<file path="src/rtl/vcell_access_arbiter.sv">
// Velocity cell access arbiter: shares the single write port and single read
// port of the velocity cell memory between the motion-update unit (MU) and the
// velocity loader (LD). INIT gives LD exclusive access until its last load
// write; RUN then arbitrates round-robin independently on each port.
module vcell_access_arbiter #(
    parameter int FLOAT_STRUCT_WIDTH = 96,
    parameter int PARTICLE_ID_WIDTH  = 7,
    parameter int RD_LATENCY         = 2
) (
    input  logic                          clk,
    input  logic                          rst,
    input  logic                          mu_wr_valid,
    output logic                          mu_wr_ready,
    input  logic [PARTICLE_ID_WIDTH-1:0]  mu_wr_addr,
    input  logic [FLOAT_STRUCT_WIDTH-1:0] mu_wr_data,
    input  logic                          mu_rd_valid,
    output logic                          mu_rd_ready,
    input  logic [PARTICLE_ID_WIDTH-1:0]  mu_rd_addr,
    output logic                          mu_rsp_valid,
    output logic [FLOAT_STRUCT_WIDTH-1:0] mu_rsp_data,
    input  logic                          ld_wr_valid,
    output logic                          ld_wr_ready,
    input  logic [PARTICLE_ID_WIDTH-1:0]  ld_wr_addr,
    input  logic [FLOAT_STRUCT_WIDTH-1:0] ld_wr_data,
    input  logic                          ld_wr_last,
    input  logic                          ld_rd_valid,
    output logic                          ld_rd_ready,
    input  logic [PARTICLE_ID_WIDTH-1:0]  ld_rd_addr,
    output logic                          ld_rsp_valid,
    output logic [FLOAT_STRUCT_WIDTH-1:0] ld_rsp_data,
    output logic [FLOAT_STRUCT_WIDTH-1:0] vel_in_0,
    output logic [PARTICLE_ID_WIDTH-1:0]  wr_addr_0,
    output logic                          wr_en_0,
    output logic [PARTICLE_ID_WIDTH-1:0]  rd_addr_0,
    input  logic [FLOAT_STRUCT_WIDTH-1:0] vel_out_0,
    output logic                          init_done
);

    typedef enum logic {ST_INIT = 1'b0, ST_RUN = 1'b1} phase_t;
    localparam logic PREF_MU = 1'b0;
    localparam logic PREF_LD = 1'b1;

    phase_t                          r_state;
    phase_t                          w_state_nxt;
    logic                            w_in_run;
    logic                            r_rr_wr;
    logic                            r_rr_rd;
    logic                            w_mu_wr_gnt;
    logic                            w_ld_wr_gnt;
    logic                            w_mu_rd_gnt;
    logic                            w_ld_rd_gnt;
    logic                            w_wr_fire;
    logic                            w_rd_req;
    logic                            w_rd_hazard;
    logic                            w_rd_fire;
    logic [PARTICLE_ID_WIDTH-1:0]    w_wr_addr;
    logic [FLOAT_STRUCT_WIDTH-1:0]   w_wr_data;
    logic [PARTICLE_ID_WIDTH-1:0]    w_rd_addr;
    logic                            r_wr_en;
    logic [PARTICLE_ID_WIDTH-1:0]    r_wr_addr;
    logic [FLOAT_STRUCT_WIDTH-1:0]   r_vel_in;
    logic [PARTICLE_ID_WIDTH-1:0]    r_rd_addr;
    logic [RD_LATENCY:0]             r_pipe_vld;
    logic [RD_LATENCY:0]             r_pipe_own_ld;
    logic                            w_tail_vld;
    logic [FLOAT_STRUCT_WIDTH-1:0]   r_mu_rsp_hold;
    logic [FLOAT_STRUCT_WIDTH-1:0]   r_ld_rsp_hold;

    // Phase state register
    always_ff @(posedge clk) begin
        if (rst) r_state <= ST_INIT;
        else     r_state <= w_state_nxt;
    end

    // Leave INIT once LD's final load write is accepted; RUN is sticky
    always_comb begin
        w_state_nxt = r_state;
        if (r_state == ST_INIT && ld_wr_valid && ld_wr_ready && ld_wr_last)
            w_state_nxt = ST_RUN;
    end

    // Phase outputs
    always_comb begin
        w_in_run  = (r_state == ST_RUN);
        init_done = w_in_run;
    end

    // Grant selection: LD owns both ports in INIT, round-robin per port in RUN
    always_comb begin
        w_mu_wr_gnt = 1'b0;
        w_ld_wr_gnt = 1'b0;
        w_mu_rd_gnt = 1'b0;
        w_ld_rd_gnt = 1'b0;
        if (w_in_run) begin
            w_mu_wr_gnt = mu_wr_valid && (!ld_wr_valid || r_rr_wr == PREF_MU);
            w_ld_wr_gnt = ld_wr_valid && (!mu_wr_valid || r_rr_wr == PREF_LD);
            w_mu_rd_gnt = mu_rd_valid && (!ld_rd_valid || r_rr_rd == PREF_MU);
            w_ld_rd_gnt = ld_rd_valid && (!mu_rd_valid || r_rr_rd == PREF_LD);
        end else begin
            w_ld_wr_gnt = 1'b1;
            w_ld_rd_gnt = 1'b1;
        end
    end

    // Port muxing and same-address hazard: the write wins, the read retries
    always_comb begin
        w_wr_fire   = (mu_wr_valid && w_mu_wr_gnt) || (ld_wr_valid && w_ld_wr_gnt);
        w_wr_addr   = w_mu_wr_gnt ? mu_wr_addr : ld_wr_addr;
        w_wr_data   = w_mu_wr_gnt ? mu_wr_data : ld_wr_data;
        w_rd_req    = (mu_rd_valid && w_mu_rd_gnt) || (ld_rd_valid && w_ld_rd_gnt);
        w_rd_addr   = w_mu_rd_gnt ? mu_rd_addr : ld_rd_addr;
        w_rd_hazard = w_wr_fire && w_rd_req && (w_wr_addr == w_rd_addr);
        w_rd_fire   = w_rd_req && !w_rd_hazard;
        mu_wr_ready = w_mu_wr_gnt;
        ld_wr_ready = w_ld_wr_gnt;
        mu_rd_ready = w_mu_rd_gnt && !w_rd_hazard;
        ld_rd_ready = w_ld_rd_gnt && !w_rd_hazard;
    end

    // Round-robin pointers: after any accepted grant, prefer the other side
    always_ff @(posedge clk) begin
        if (rst) begin
            r_rr_wr <= PREF_MU;
            r_rr_rd <= PREF_MU;
        end else if (w_in_run) begin
            if (w_wr_fire) r_rr_wr <= w_mu_wr_gnt ? PREF_LD : PREF_MU;
            if (w_rd_fire) r_rr_rd <= w_mu_rd_gnt ? PREF_LD : PREF_MU;
        end
    end

    // Registered memory-side write and read address
    always_ff @(posedge clk) begin
        if (rst) begin
            r_wr_en   <= 1'b0;
            r_wr_addr <= '0;
            r_vel_in  <= '0;
            r_rd_addr <= '0;
        end else begin
            r_wr_en <= w_wr_fire;
            if (w_wr_fire) begin
                r_wr_addr <= w_wr_addr;
                r_vel_in  <= w_wr_data;
            end
            if (w_rd_fire) r_rd_addr <= w_rd_addr;
        end
    end

    assign wr_en_0   = r_wr_en;
    assign wr_addr_0 = r_wr_addr;
    assign vel_in_0  = r_vel_in;
    assign rd_addr_0 = r_rd_addr;

    // Read-owner tracking: bit 0 covers the address cycle, the tail meets memory data
    always_ff @(posedge clk) begin
        if (rst) begin
            r_pipe_vld    <= '0;
            r_pipe_own_ld <= '0;
        end else begin
            r_pipe_vld    <= {r_pipe_vld[RD_LATENCY-1:0], w_rd_fire};
            r_pipe_own_ld <= {r_pipe_own_ld[RD_LATENCY-1:0], !w_mu_rd_gnt};
        end
    end

    // Response steering; rst masks the tail so nothing escapes a reset
    always_comb begin
        w_tail_vld   = r_pipe_vld[RD_LATENCY] && !rst;
        mu_rsp_valid = w_tail_vld && !r_pipe_own_ld[RD_LATENCY];
        ld_rsp_valid = w_tail_vld && r_pipe_own_ld[RD_LATENCY];
        mu_rsp_data  = mu_rsp_valid ? vel_out_0 : r_mu_rsp_hold;
        ld_rsp_data  = ld_rsp_valid ? vel_out_0 : r_ld_rsp_hold;
    end

    // Each requester's data output holds its most recent response
    always_ff @(posedge clk) begin
        if (rst) begin
            r_mu_rsp_hold <= '0;
            r_ld_rsp_hold <= '0;
        end else begin
            if (mu_rsp_valid) r_mu_rsp_hold <= vel_out_0;
            if (ld_rsp_valid) r_ld_rsp_hold <= vel_out_0;
        end
    end

endmodule
</file>
<file path="config.mk">
export PLATFORM = sky130hd
export DESIGN_NAME = vcell_access_arbiter
export DESIGN_NICKNAME = d
export VERILOG_FILES = /design/src/rtl/vcell_access_arbiter.sv
export SDC_FILE = /design/constraint.sdc
export NUM_CORES = 1
export LEC_CHECK = 0
export BUFFER_PORTS_ARGS = -buffer_cell sky130_fd_sc_hd__buf_2
export CORE_AREA = 8 8 243 245
export CTS_BUF_LIST = sky130_fd_sc_hd__clkbuf_4 sky130_fd_sc_hd__clkbuf_8
export DETAILED_ROUTE_END_ITERATION = 8
export DIE_AREA = 0 0 251 253
export PLACE_DENSITY = 0.43
export SYNTH_ARGS = -nofsm -noshare
export SYNTH_HDL_FRONTEND = slang
export SYNTH_SLANG_ARGS = --single-unit
export TNS_END_PERCENT = 1
</file>
<file path="constraint.sdc">
create_clock -name clk -period 3.15 [get_ports clk]
set_clock_uncertainty 0.1 [all_clocks]
set_input_delay 0.4725 -clock clk [delete_from_list [all_inputs] [get_ports clk]]
set_output_delay 0.4725 -clock clk [all_outputs]
set_load 0.01 [all_outputs]
</file>
==> metrics.md <==
| Metric | Value |
|---|---|
| Area contributors post-synth | dfxtp_1, nand2_1, nor2b_1 |
| I/O Pins | 633 |
| Detail Route Antenna Nets | 0 |
| R2R Path End | vel_in_0[33] |
| Required time worst endpoint | approximately 2.6 ns |
| #FFs+latches synth | 312 |
| Crit path arrival time | between 2 and 2.5 ns |
| Max Freq | 0.3306 GHz |
| Hold slack | around 0.08 ns |
| HPWL Detailed | 40800 um |
| Die area | 63500 um2 |
| Setup CP Type | reg2out |
| Fin util | 36.13% |
| RSZ-0062 raised after global routing | true |
| Cts bufs inserted | 60 |
| Hold crit path type | in2reg |
| Seq/Total Area, Yosys | ~49% |
| Fin crit period | between 3 and 4 ns |
| Root Buffer | clkbuf_8 |
| Reg clk slew, reported paths | about 0.070 ns |
| Max IR drop VDD | around 0.23 mV |
| Most common cell in the netlist | nand2_1 |
| DRT Wirelength | ~57000 um |
| GRT Total Usage | between 10% and 20% |
| Initial antenna violation count | 16 |
| CTS tree | yes |
| Die Wd | 251 um |
| EDFF count, synth | 0 |
| TritonCTS Sinks | between 300 and 400 |
| Max Cap Viol | 0 |
| Global-route wire length before repair | between 80000 and 90000 um |
| Slowest stage cell on the critical path | dfxtp_4 |
| Post-Syn Instances | around 1500 |
| Post-synth top area share | approximately half |
| Critical path cell sequence | and2_4 -> nand2_4 -> inv_4 -> mux2_4 -> a222oi_1 -> and4_4 -> a21oi_1 -> buf_2 |
| Area Growth Syn to Fin | 56.41% |
| Initial Util | 23.10% |
| Area leader, netlist | dfxtp_1 |
| Pre-CTS setup slack | about 0.23 ns |
| Layout cell share with drive strength beyond 1 | 37.52% |
| Syn nets | 1837 |
| DR vias | approximately 14000 |
| Max transition margin | 35.42% |
| Reg-to-reg setup timing slack | about 0.19 ns |
| DR WL/cell | between 15 and 20 um |
| Fill count | between 5000 and 6000 |
| Die Y | 253 um |
| CORE AREA | ~56000 um2 |
| Reg-to-reg critical path startpoint | init_done |
| Run status | complete, no violations |
| Htree depth | 2 |
| Count of cell types in the netlist | 37 |
| # setup viols final | 0 |
| Synth Warn # | 0 |
| Slowest stage delay, CP | about 0.38 ns |
| Leakage Power | 0.01007 uW |
| Reg2Reg Depth | 7 |
| Prevailing post-synth register cell | dfxtp_1 |
| Type of origin of the critical path | flip-flop |
| Clock Latency Late Sink | 0.64 ns |
| Avg Cell Area, Syn | around 8.5 um2 |
| Fin. max-slew vios | 0 |
| Max Fanout on Critical Path | 5 |
| First-pass DRT Iterations | 5 |
| Post-synth top cells | nand2_1, dfxtp_1, nor2b_1 |
| Final net count | 2651 |
| Remaining DRCs | 0 |
| Launch point of the worst path | init_done |
| Setup crit end kind | output port |
| Fin. Hold Viols | 0 |
| Initial drt markers | 563 |
| Synth async-reset ratio | 0% |
| Slew @ Worst Pin | between 0.9 and 1 ns |
| Pwr dens | around 480 nW/um2 |
| Largest net degree at the start of global routing | between 200 and 250 |
| Fin worst setup slack | ~0.13 ns |
| Vias in the first global route | between 10000 and 15000 |
| Final Cycle Share | 96.02% |
| Netlist Area Pre-Place | around 13000 um2 |
| # rows | 87 |
| Routability congestion estimate | roughly 0.87 |
| Setup TNS Final | 0 ns |
| Setup crit end | ld_rd_ready |
| Via-per-instance ratio | around 4.4 |
| Clock Path Buffers | 3 |
| Grt ovf | 0 |
| IO Port Bufs | roughly 630 |
## layout by cell type, fill, tap and decap left out, drive strengths merged, types with 15 or more instances in the layout
master and count:
buf 662, nand2 488, dfxtp 312, dlygate4sd3 207
nor2b 197, nor2 108, a311oi 105, mux2 98
clkbuf 97, o21ai 15
## kinds of logic after synthesis
| kind of cell | count (synthesis) | share of synthesized area [%] |
|---|---|---|
| flip-flops | 312 | 48.71 |
| multiplexers | 100 | 8.763 |
| buffers and inverters | 122 | 4.011 |
| AO/OA/AOI/OAI | 148 | 9.543 |
| AND/OR/NAND/NOR | 832 | 28.97 |
## critical path, delay by kind of cell (launching register included)
family	cells	cell delay, ns
and+or+nand+nor	3	0.55
DFF	1	0.38
AOI/OAI and AO/OA	2	0.38
muxes	1	0.30
buffers and inverters	2	0.21
## what timing repair did
| item | 4_1_cts | 5_1_grt |
|---|---|---|
| hold buffers | 205 | 2 |
| setup endpoints to repair | 3 | 2 |
| gates cloned | 0 | 1 |
| hold endpoints to repair | 113 | 2 |
| resized for setup | 11 | 15 |
| pin swaps | 4 | 6 |
| setup buffers | 4 | 4 |
## worst min path at each step
stage | from | endpoint | slack [ns] | cells past startpoint
2_1_floorplan | r_pipe_own_ld[0] | r_pipe_own_ld[1] | 0.31 | 1
3_3_place_gp | r_pipe_own_ld[1] | r_pipe_own_ld[2] | 0.33 | 1
3_5_place_dp | r_pipe_vld[1] | r_pipe_vld[2] | 0.33 | 1
4_1_cts | mu_rd_addr[5] | rd_addr_0[5] | 0.001 | 3
5_1_grt | vel_out_0[23] | r_ld_rsp_hold[23] | 0.03 | 4
6_report | mu_rd_addr[5] | rd_addr_0[5] | 0.08 | 3
## stage by stage
stage	std cells	total power [uW]	instance area, um2
floorplan	1514	4742	12820
global placement	2762	5324	16660
detailed placement	2762	5335	16660
CTS	3072	9736	19940
global route	3082	10050	20050
finish	3084	9550	20060
## report_power, final
group / total [uW] / internal (uW) / leakage (uW) / switching, uW
combinational: 1340 / 661 / 0.00688 / 683
sequential: 4170 / 4100 / 0.00255 / 69.5
clock: 4040 / 2290 / 0.000642 / 1750
## registers in the layout, indices dropped and copies added (netlist names), 3 cells and up
name,count
vel_in_0,96
r_mu_rsp_hold,96
r_pipe_own_ld,3
wr_addr_0,7
r_ld_rsp_hold,96
r_pipe_vld,3
rd_addr_0,7
## area by class of cell
type,instances,area [um2],share of cell area [%]
Antenna cell,5,12.51,0.06239
Sequential cell,312,6252,31.17
Clock buffer,97,1154,5.752
Multi-Input combinational cell,1081,6132,30.58
Inverter,4,17.52,0.08734
Tap cell,712,890.9,4.442
Clock inverter,4,35.03,0.1747
Timing Repair Buffer,869,5562,27.73
## metal layers
layer  up-vias  track usage, %  part of all wire (%)
met5         -               0                  0.19
met4        18           6.834                   3.9
met3       123           6.321                   8.7
met2       553           28.75                    48
met1      6263           18.57                    39
li1       6664               -                     -
Note: power is estimated with default switching activity, not from simulation.
